**config.mk**
```make
export PLATFORM = sky130hd
export DESIGN_NAME = instr_loader
export DESIGN_NICKNAME = d
export VERILOG_FILES = /design/src/rtl/instr_loader.sv
export SDC_FILE = /design/constraint.sdc
export NUM_CORES = 1
export LEC_CHECK = 0
export ABC_AREA = 1
export BUFFER_PORTS_ARGS = -buffer_cell sky130_fd_sc_hd__buf_4
export CORE_ASPECT_RATIO = 1.4
export CORE_UTILIZATION = 48
export DETAILED_ROUTE_END_ITERATION = 6
export GPL_TIMING_DRIVEN = 0
export PLACE_DENSITY = 0.73
export SLEW_MARGIN = 20
export SYNTH_ARGS = -nofsm -noshare
export SYNTH_HDL_FRONTEND = slang
export SYNTH_SLANG_ARGS = --single-unit
```
**constraint.sdc**
```tcl
create_clock -name clk_i -period 1.4 [get_ports clk_i]
set_input_delay 0.14 -clock clk_i [delete_from_list [all_inputs] [get_ports clk_i]]
set_output_delay 0.14 -clock clk_i [all_outputs]
set_load 0.02 [all_outputs]
```
**src/rtl/instr_loader.sv**
```systemverilog
// instr_loader: assembles a framed byte stream into 32-bit instruction words
// and writes them into instruction memory, then signals the CPU to start.
//
// Frame: 0xFE, N (1..64), N*4 data bytes (MSB first), 0xFF.
//
// Ports:
//   clk_i        in   1   clock, rising-edge
//   reset        in   1   synchronous reset, active-high
//   instr_i      in   8   byte stream, one byte per clock, no strobe
//   imem_we      out  1   one-cycle write pulse per assembled word
//   imem_addr    out  6   word address of the current write
//   imem_wdata   out  32  assembled word
//   cpu_start    out  1   one-cycle pulse on error-free completion
//   load_done    out  1   set on completion, cleared by next 0xFE or reset
//   load_err     out  1   sticky framing error, cleared only by reset
//   words_loaded out  7   words written in the current/most recent load
module instr_loader (
  input  logic        clk_i,
  input  logic        reset,
  input  logic [7:0]  instr_i,
  output logic        imem_we,
  output logic [5:0]  imem_addr,
  output logic [31:0] imem_wdata,
  output logic        cpu_start,
  output logic        load_done,
  output logic        load_err,
  output logic [6:0]  words_loaded
);

  localparam logic [2:0] S_IDLE  = 3'd0;
  localparam logic [2:0] S_COUNT = 3'd1;
  localparam logic [2:0] S_DATA  = 3'd2;
  localparam logic [2:0] S_END   = 3'd3;
  localparam logic [2:0] S_DONE  = 3'd4;
  localparam logic [2:0] S_ERR   = 3'd5;

  logic [2:0]  r_state;
  logic [31:0] r_asm;
  logic [1:0]  r_idx;
  logic [6:0]  r_count;
  logic [6:0]  r_words;
  logic        r_we;
  logic [5:0]  r_addr;
  logic [31:0] r_wdata;
  logic        r_start;
  logic        r_done;
  logic        r_err;

  logic [31:0] w_next_asm;
  logic [6:0]  w_words_inc;
  logic        w_count_ok;

  assign w_next_asm  = {r_asm[23:0], instr_i};
  assign w_words_inc = r_words + 7'd1;
  assign w_count_ok  = (instr_i >= 8'd1) && (instr_i <= 8'd64);

  always_ff @(posedge clk_i) begin
    if (reset) begin
      r_state <= S_IDLE;
      r_asm   <= '0;
      r_idx   <= '0;
      r_count <= '0;
      r_words <= '0;
      r_we    <= 1'b0;
      r_addr  <= '0;
      r_wdata <= '0;
      r_start <= 1'b0;
      r_done  <= 1'b0;
      r_err   <= 1'b0;
    end else begin
      r_we    <= 1'b0;
      r_start <= 1'b0;
      case (r_state)
        S_IDLE: begin
          if (instr_i == 8'hFE) r_state <= S_COUNT;
        end
        S_COUNT: begin
          if (w_count_ok) begin
            r_count <= instr_i[6:0];
            r_words <= '0;
            r_idx   <= '0;
            r_asm   <= '0;
            r_state <= S_DATA;
          end else begin
            r_err   <= 1'b1;
            r_state <= S_ERR;
          end
        end
        S_DATA: begin
          // Every byte here is payload, including 0xFE/0xFF.
          r_asm <= w_next_asm;
          r_idx <= r_idx + 2'd1;
          if (r_idx == 2'd3) begin
            // Address is the pre-increment count; counter and pulse land together.
            r_we    <= 1'b1;
            r_wdata <= w_next_asm;
            r_addr  <= r_words[5:0];
            r_words <= w_words_inc;
            if (w_words_inc == r_count) r_state <= S_END;
          end
        end
        S_END: begin
          if (instr_i == 8'hFF) begin
            r_start <= 1'b1;
            r_done  <= 1'b1;
            r_state <= S_DONE;
          end else begin
            r_err   <= 1'b1;
            r_state <= S_ERR;
          end
        end
        S_DONE: begin
          if (instr_i == 8'hFE) begin
            r_done  <= 1'b0;
            r_state <= S_COUNT;
          end
        end
        S_ERR: begin
          r_err <= 1'b1;
        end
        default: r_state <= S_IDLE;
      endcase
    end
  end

  assign imem_we      = r_we;
  assign imem_addr    = r_addr;
  assign imem_wdata   = r_wdata;
  assign cpu_start    = r_start;
  assign load_done    = r_done;
  assign load_err     = r_err;
  assign words_loaded = r_words;

endmodule

```
**Word level (Yosys, flattened, before mapping)**

Cells that the tools add are included.

- Multiplexer cells: 21
- $lt $le $gt $ge: 2
- Bitwise logic cells: 3
- Reduce and logical (&&, ||, !) cells: 15
- Equal/unequal tests: 17
- $add $sub $neg: 2

Operator list:

| operator | number |
|---|---|
| 24-bit one-hot mux with 2 select lines | 1 |
| 24-bit 2-to-1 mux | 1 |
| 8-bit == test (second input constant) | 2 |
| 3-bit one-hot mux with 5 select lines | 1 |
| 7-bit 2-to-1 mux | 2 |
| 2-bit != test (second input constant) | 7 |
| 7-bit one-hot mux with 2 select lines | 1 |
| 3-bit 2-to-1 mux | 4 |
| 3-bit AND reduction | 3 |
| 8-bit by 1-bit greater-or-equal comparator with 1-bit output (second input constant) | 1 |
| 8-bit by 7-bit less-or-equal comparator with 1-bit output (second input constant) | 1 |
| 7-bit by 1-bit adder with 7-bit output (second input constant) | 1 |
| 7-bit == test | 1 |
| 1-bit 2-to-1 mux | 7 |
| 3-bit by 2-bit == test with 1-bit output (second input constant) | 2 |
| 3-bit == test (second input constant) | 2 |
| 2-bit AND reduction | 3 |
| 2-bit OR reduction | 3 |
| 2-bit one-hot mux with 2 select lines | 1 |
| 4-bit AND reduction | 1 |
| 2-bit nonzero test | 2 |
| 3-bit by 1-bit == test with 1-bit output (second input constant) | 1 |
| 3-bit zero test | 1 |
| 1-bit NOT | 3 |
| 8 further kinds | 8 |

- Register bits: 85
- Word-level logic and storage cells: 71
- Output and inout bits: 49
- Bits of input ports: 10

**Longest topological paths before layout**

Gate-level depths: netlist (run 1).

- Depth after elaboration: 5
- Depth in mapped cells: 14
- Depth with buffers taken out: 14

**Worst setup path before layout (run 1)**

Ideal clock, no wire load.

- Path kind: flip-flop to flip-flop
- From: register r_words[0], in the netlist words_loaded[0]
- To: register r_state[0]
- Data required time: 1.285 ns
- Clock period less this slack: 1.720 ns
- Data arrival time: 1.605 ns
- Path slack: -0.320 ns
- Stages on the path, launching flop included: 15
- Library setup time: 0.115 ns
- Path through: dfxtp_1 ha_1 nand2_2 nor2_2 nand2_1 nand2_1 nand2_1 nand2_1 nand2_1 nor2_1 nand2_1 nand2_2 nand3_1 nand2_1 nor2_1

- Word-level cells in the longest chain between the ends: 4

RTL lines:

| item | line | source |
|---|---|---|
| from (decl) | 41 | `logic [6:0] r_words;` |
| from (signal assigned) | 98 | `r_words <= w_words_inc;` |
| 7-bit by 1-bit adder with 7-bit output | 54 | `assign w_words_inc = r_words + 7'd1;` |
| 7-bit == test | 99 | `if (w_words_inc == r_count) r_state <= S_END;` |
| 2-bit != test (no source line) | -- |  |
| 4-bit AND reduction (no source line) | -- |  |
| to (signal assigned) | 59 | `r_state <= S_IDLE;` |
| to (signal assigned) | 99 |  |
| to (signal assigned) | 106 | `r_state <= S_DONE;` |
| to (decl) | 37 | `logic [2:0] r_state;` |

Every way passes these cells.
A chain may end at the register's enable or synchronous reset.

**Worst setup path after layout (run 1)**

- From: register r_words[1], in the netlist words_loaded[1]
- To: register r_state[2]

Same word-level chain as after synthesis.

==> metrics.txt, run 1 <==
ant diodes 0; Max Transition Viols Final 0; CP Max Fanout 4; RSZ-0062 raised after global routing yes; H-tree Lvls 3; Final Util 0.652; Layout Skew 0.00871 ns; Core Box Area 6660 sq um; worst vdd ir 729 uV; yosys warns 0; placer congestion estimate 0.923; RR Startpoint words_loaded[1]; status finished with violations; synth unique cells 26; Die Y 101 um; initial antenna violation count 0; First-pass DRT Iterations 5; Register-to-Register Path Depth 14; setup slack at placement -0.225 ns; Die ar. 7330 sq um; minimum clock period 1.63 ns; DRC marker count from the first detailed-route iteration 139; initial core utilization 0.504; Min Hold Slack 0.0301 ns; first-pass GRT wire length 14000 um; pin count of the biggest net entering global routing 15; Final nets 545; Leak Pwr 0.00196 uW; dpl cells 598; Routed WL per cell 13.5 um; Antenna Nets Post-Route 0; failing checks negative setup slack; CP Class register to register; CTS tree yes; hold_sp instr_i[5]; HPWL Detailed 5980 um; register area share after synthesis 0.507; port bufs 57; Routed WL 8510 um; Slew HR 0.582; worst min path class primary input to register; setup violators final 69; Seq cells post-synth 85; worst slew pin tran 0.627 ns; clk sinks 85; worst skew pair latency 0.36 ns; hold-critical path depth 3; Worst EP arrival 1.89 ns; syn_nets 461; Worst EP required 1.66 ns; CP Capture Type register; Startpoint Class register; vias in the first global route 3027; R2R setup slack -0.23 ns; Max-cap violations 0; mapped cell area 3360 sq um; Overall Global Routing Usage 0.253; Top Ports 59; Avg Cell Area, Syn 7.47 sq um; TritonCTS Buffers 9; Final period util 1.16; routed via count 3275; Syn-to-layout area delta 29.3%; Reg2Reg Capture Point r_state[2]; Mapped Cells 449; Reg clk slew, reported paths 0.08 ns; CTS max path bufs 2; layout cell share with drive strength beyond 1 0.251; vias per cell 5.20; Finished Layout Cells 630; # rows 35; Final Hold Viols 0; global route overflow 0; power density cells 1150 nW/um^2; DRC viols 0; clk root buf clkbuf_8; Max Fclk 0.614 GHz; PnR worst setup slack -0.230 ns; WHS Endpoint imem_wdata[5]; Chip Width 72.7 um
[layout make-up]
class / instances / area [sq um]
repair buffers: 73 / 568
inverters: 27 / 111
fillers: 615 / 2320
multi-input cells: 315 / 1490
clock buffers: 11 / 141
clock inverters: 5 / 56.3
plain buffers: 22 / 134
well taps: 92 / 115
flip-flops and latches: 85 / 1720
[cell usage after synthesis, drive strengths merged]
cell type / count / area share
a21oi: 43 / 0.065
clkbuf: 9 / 0.010
ha: 2 / 0.0075
dfxtp: 85 / 0.51
nor3: 3 / 0.0060
a21boi: 1 / 0.0022
clkinv: 1 / 0.0011
xnor2: 2 / 0.0052
nand3: 45 / 0.069
inv: 26 / 0.029
nand2: 138 / 0.16
nand4: 3 / 0.0056
nor2: 44 / 0.060
xor2: 2 / 0.0052
o21ai: 31 / 0.046
a211oi: 1 / 0.0022
buf: 13 / 0.023
[where the power goes]
part	leakage, uW	internal, uW	total, uW	switching (uW)
clock network	0.000105	879	1760	879
logic	0.00116	221	633	412
registers	0.000689	2500	2580	82.0
total	0.00196	3600	4970	1370
[routing by layer]
layer,part of all wire,wire [um],track usage
met4,0.041,345,0.161
met1,0.40,3420,0.291
met2,0.51,4310,0.428
met5,0,0,0
met3,0.051,436,0.0420
[through the flow]
stage / total power [uW] / area (sq um) / TNS, ns
final: 4970 / 4340 / -5.68
after CTS: 4950 / 4300 / -3.67
after global routing: 5180 / 4340 / -15.30
after detailed placement: 3210 / 3930 / -8.53
after floorplan: 3040 / 3390 / -0.133
after global placement: 3190 / 3930 / -6.68
[kinds of logic after synthesis]
kind of cell	share of synthesized area
buffers and inverters	0.0634
AND/OR/NAND/NOR	0.296
flip-flops	0.507
XOR/XNOR	0.0104
AO/OA/AOI/OAI	0.116
adder cells (fa/ha/maj)	0.00746
[layout by cell type, fill, tap and decap left out, types with 3 or more instances in the layout]
master / Yosys / layout
o21ai_1: 9 / 9
buf_6: 0 / 5
inv_1: 22 / 20
inv_4: 0 / 3
nand4_1: 3 / 3
nand2_1: 136 / 129
dfxtp_1: 85 / 78
buf_4: 5 / 75
clkbuf_1: 9 / 9
nor2_1: 41 / 38
inv_2: 4 / 4
o21ai_0: 22 / 22
clkbuf_8: 0 / 10
dfxtp_4: 0 / 3
dfxtp_2: 0 / 4
buf_2: 8 / 5
nand3_1: 44 / 43
a21oi_1: 42 / 42
nand2_2: 2 / 8
nor2_2: 1 / 3
[worst max-delay path by stage]
stage	start	end	slack, ns	cells after the start
after floorplan	words_loaded[1]	r_state[0]	-0.07	14
after global placement	words_loaded[0]	r_state[2]	-0.17	14
after detailed placement	r_idx[0]	imem_wdata[22]	-0.23	7
after CTS	words_loaded[1]	r_state[0]	-0.16	14
after global routing	words_loaded[1]	r_state[0]	-0.37	14
final	words_loaded[1]	r_state[2]	-0.23	14
[worst max-delay path, cell delays in order (launching register included)]
cell and delay, ns:
dfxtp_4 0.38, ha_4 0.15, nand2_4 0.06, nor2_4 0.15, nand2_2 0.06, nand2_2 0.08, nand2_2 0.06, nand2_1 0.06
nand2_1 0.05, nor2_1 0.09, nand2_1 0.08, nand2_2 0.11, nand3_1 0.07, nand2_1 0.07, nor2_1 0.05
[state kept, by name, indices dropped and copies added (netlist names)]
register,cells
r_asm,24
words_loaded,7
load_done,1
imem_addr,6
load_err,1
cpu_start,1
r_idx,2
r_state,3
imem_wdata,32
imem_we,1
r_count,7
[timing repair]
action / in CTS / in global routing
pin swaps: 4 / 8
hold buffers: 0 / 0
gates resized for setup: 23 / 9
setup endpoints to repair: 65 / 82
setup buffers: 12 / 2
gates cloned: 2 / 0
(Power assumes the default switching activity.)
==> run 2: changes to the inputs <==
Settings changed: REMOVE_ABC_BUFFERS from default to 1.
==> metrics.txt, run 2 (synthesis gave the netlist of run 1 again) <==
H-tree Lvls 3; clk root buf clkbuf_8; HPWL Detailed 4950 um; layout cell share with drive strength beyond 1 0.317; Startpoint Class register; most frequent cells in the layout nand2_1 (113), buf_4 (79), dfxtp_1 (78); initial antenna violation count 0; multi-input logic area 1630 sq um; vias per cell 5.49; CP Capture Type register; FF+latch area 1720 sq um; worst slew pin tran 0.501 ns; Finished Layout Cells 634; First-pass DRT Iterations 5; Worst EP arrival 1.87 ns; PnR worst setup slack -0.211 ns; Final Hold Viols 0; Die Y 101 um; # hold bufs at CTS 0; FILL cells 525; Max-cap violations 0; Overall Global Routing Usage 0.250; Top delay family on crit path simple AND/OR/NAND/NOR gates; global route overflow 0; RSZ-0062 raised after global routing yes; vias in the first global route 3016; Die ar. 7330 sq um; Leak Pwr 0.00207 uW; worst vdd ir 766 uV; DRC viols 0; Slew HR 0.666; setup TNS -6.85 ns; stages on the worst setup path 14; first-pass GRT wire length 13900 um; Max Transition Viols Final 0; status finished with violations; Syn-to-layout area delta 39.1%; CTS max path bufs 2; CP Max Fanout 4; dpl cells 578; power density cells 1110 nW/um^2; max FFs per register 32; Final period util 1.15; clk sinks 85; TritonCTS Buffers 9; Critical path buffers and inverters 1; hold-critical path depth 3; ant diodes 0; Routed WL 10200 um; worst min path class primary input to register; Routed WL per cell 16.1 um; setup violators final 59; Min Hold Slack 0.0421 ns; routed via count 3480; Reg clk slew, reported paths 0.09 ns; CTS tree yes; Worst path slowest cell dfxtp_4; commonest non-fill, non-tap cell in the layout nand2_1; Final nets 549; Layout Skew 0.00937 ns; Max Fclk 0.621 GHz; CP Class register to register; most numerous cell on the critical path nand2_1; slowest stage delay, CP 0.37 ns; Worst EP required 1.66 ns; initial core utilization 0.504; placer congestion estimate 0.902; DRC marker count from the first detailed-route iteration 247; failing checks negative setup slack; pin count of the biggest net entering global routing 54; Antenna Nets Post-Route 0; worst skew pair latency 0.36 ns; Register-to-Register Path Depth 14; CP cell instances ha_4 > inv_1 > nand2_1 > nand2_1 > nand2_1 > nand2_1 > nor2_2 > nand2_1 > nor2_1 > nand2_1 > nand2_2 > nand3_1 > nand2_1 > nor2_1; Pwr Total 5200 uW; Core Box Area 6660 sq um; Chip Width 72.7 um; minimum clock period 1.61 ns; fin area 4670 sq um; Top Ports 59; port bufs 58; area post-placement 3820 sq um; # rows 35
-- run 2: cell type report --
type / instances / area share
inverter: 27 / 0.0338
clock inverter: 6 / 0.00965
tap: 92 / 0.0247
sequential: 85 / 0.369
timing repair inverter: 3 / 0.00723
clock buffer: 10 / 0.0295
multi-input combinational: 316 / 0.348
timing repair buffer: 95 / 0.178
-- run 2: timing repair --
item                                    in CTS  in global routing
cloned                                       2                  4
endpoints found under the setup margin      83                 77
setup buffers                               22                 12
pin swaps                                   14                 10
gates resized for setup                     40                 52
-- run 2: per-stage QoR --
stage	setup slack [ns]	util
5_1_grt	-0.382	0.702
3_3_place_gp	-2.08	0.570
4_1_cts	-0.124	0.649
6_report	-0.211	0.702
3_5_place_dp	-1.34	0.573
2_1_floorplan	-1.08	-
-- run 2: tightest hold or removal path, delay by kind of cell --
kind / cells / cell delay [ns]
buffers and inverters: 1 / 0.13
AND/OR/NAND/NOR: 2 / 0.11
-- run 2: worst paths after layout --
kind,startpoint,end,slack [ns]
worst max-delay path,words_loaded[1],r_state[0],-0.21
worst min-delay path,instr_i[1],imem_wdata[1],0.04
worst max register to register,words_loaded[1],r_state[0],-0.21
worst min register to register,r_asm[17],r_asm[17],0.47
-- run 2: per-layer routing --
layer	share of wire	vias up	GRT usage
li1	-	1627	-
met1	0.38	1642	0.290
met2	0.53	174	0.423
met3	0.057	37	0.0630
met4	0.038	0	0.122
met5	0	-	0
-- run 2: report_power, final --
group | total, uW | internal, uW | switching (uW)
combinational | 962 | 380 | 582
sequential | 2610 | 2510 | 97.0
clock | 1630 | 701 | 927
==> run 3: changes to the inputs <==
Settings changed: GPL_TIMING_DRIVEN 0 to default.
==> metrics.txt, run 3 (synthesis gave the netlist of run 1 again) <==
port bufs 58; # rows 35; Die Y 101 um; fin area 4450 sq um; Layout Skew 0.0118 ns; max FFs per register 32; commonest non-fill, non-tap cell in the layout nand2_1; CP Class register to register; Max Transition Viols Final 0; global route overflow 0; initial antenna violation count 0; HPWL Detailed 5580 um; # hold bufs at CTS 0; CTS max path bufs 2; hold-critical path depth 3; most frequent cells in the layout nand2_1 (127), buf_4 (89), dfxtp_1 (80); ant diodes 0; vias in the first global route 2957; Worst EP arrival 1.80 ns; worst slew pin tran 0.366 ns; Chip Width 72.7 um; minimum clock period 1.55 ns; clk root buf clkbuf_8; routed via count 3191; Clock Power Share 0.356; most numerous cell on the critical path nand2_2; Leak Pwr 0.00201 uW; Final nets 547; Overall Global Routing Usage 0.236; RSZ-0062 raised after global routing yes; setup violators final 2; First-pass DRT Iterations 4; Syn-to-layout area delta 32.7%; Final Hold Viols 0; DRC marker count from the first detailed-route iteration 163; status finished with violations; Routed WL 8230 um; first-pass GRT wire length 13300 um; Worst path slowest cell dfxtp_2; initial core utilization 0.504; failing checks negative setup slack; worst vdd ir 675 uV; Reg clk slew, reported paths 0.10 ns; power density cells 1160 nW/um^2; clk sinks 85; Antenna Nets Post-Route 0; placer congestion estimate 0.913; PnR worst setup slack -0.153 ns; wire length on met2 4170 um; DRC viols 0; Slew HR 0.754; TritonCTS Buffers 9; met3 routed WL 376 um; fraction of power consumed by combinational cells 0.146; Top Ports 59; Worst EP required 1.65 ns; switching fraction of total power 0.289; Final Util 0.669; Final period util 1.11; Routed WL per cell 13.0 um; Max Fclk 0.644 GHz; met1 WL 3410 um; sequential share of power 0.498; worst skew pair latency 0.36 ns; Register-to-Register Path Depth 13; layout cell share with drive strength beyond 1 0.270; FILL cells 580; CP Capture Type register; Switch Pwr 1500 uW; H-tree Lvls 3; pin count of the biggest net entering global routing 54; slowest stage delay, CP 0.36 ns; worst min path class primary input to register; Max-cap violations 0; internal power 3680 uW; Die ar. 7330 sq um; vias per cell 5.05; area post-placement 4110 sq um; Core Box Area 6660 sq um; Startpoint Class register; CP cell instances ha_4 > nand2_4 > nor2_4 > nand2_2 > nand2_2 > buf_4 > nand3_1 > nand2_1 > nor2_1 > nand2_1 > nand2_2 > a21oi_1 > nor2_1; CTS tree yes; CP Max Fanout 4; top sig layer met4
## run 3: cell types whose count changed in the layout (fill, tap and decap cells not counted), moves of 3 or more
cell / delta
dfxtp_4: -4
buf_4: +10
nand2_2: -10
buf_6: -6
nand2_1: +14
o21ai_1: +5
inv_2: +3
nand2_4: -3
o21ai_2: -6
## run 3: layout make-up
cell class                      instances  area (sq um)  area share
Timing Repair Buffer                   97           793       0.178
Clock inverter                          7          88.8      0.0199
Sequential cell                        85          1710       0.384
Multi-Input combinational cell        315          1520       0.341
Tap cell                               92           115      0.0258
Clock buffer                            9           124      0.0278
Inverter                               27           104      0.0233
## run 3: final timing paths
path                                      start              to  slack, ns
worst max register to register  words_loaded[1]      r_state[2]      -0.15
worst min-delay path                 instr_i[1]   imem_wdata[1]       0.03
worst min register to register         r_asm[5]  imem_wdata[13]       0.46
worst max-delay path            words_loaded[1]      r_state[2]      -0.15
## run 3: power by group through the flow
stage               clock, uW  combinational [uW]  sequential [uW]
floorplan                   0                 364             2630
global placement            0                 705             2630
detailed placement          0                 718             2630
CTS                      1880                 725             2570
global route             1980                 829             2590
finish                   1840                 754             2580
## run 3: routing by layer
metal  GRT usage  up-vias
met4       0.128        0
met5           0        -
li1            -     1618
met2       0.402       87
met3      0.0460       22
met1       0.277     1464
## run 3: timing repair
| item | in CTS | in global routing |
|---|---|---|
| gates resized for setup | 14 | 20 |
| pin swaps | 6 | 2 |
| buffers inserted | 1 | 2 |
| cloned | 0 | 0 |
| endpoints found under the setup margin | 21 | 82 |
## run 3: per-stage QoR
stage / worst slack, ns / instances / setup TNS (ns) / total power, uW / hold WS [ns]
floorplan: -1.08 / 427 / -60.23 / 3000 / 0.209
global placement: -0.157 / 613 / -0.370 / 3330 / 0.392
detailed placement: -0.214 / 613 / -0.739 / 3350 / 0.401
CTS: -0.111 / 630 / -0.465 / 5180 / 0.0237
global route: -0.227 / 632 / -2.41 / 5400 / 0.0351
finish: -0.153 / 632 / -0.284 / 5180 / 0.0322
## run 3: worst max-delay path, delay by kind of cell, from the launching register on
kind / cells / cell delay, ns
buf+inv: 1 / 0.10
fa+ha+maj: 1 / 0.16
flops: 1 / 0.36
simple gates: 10 / 0.69
compound gates: 1 / 0.15
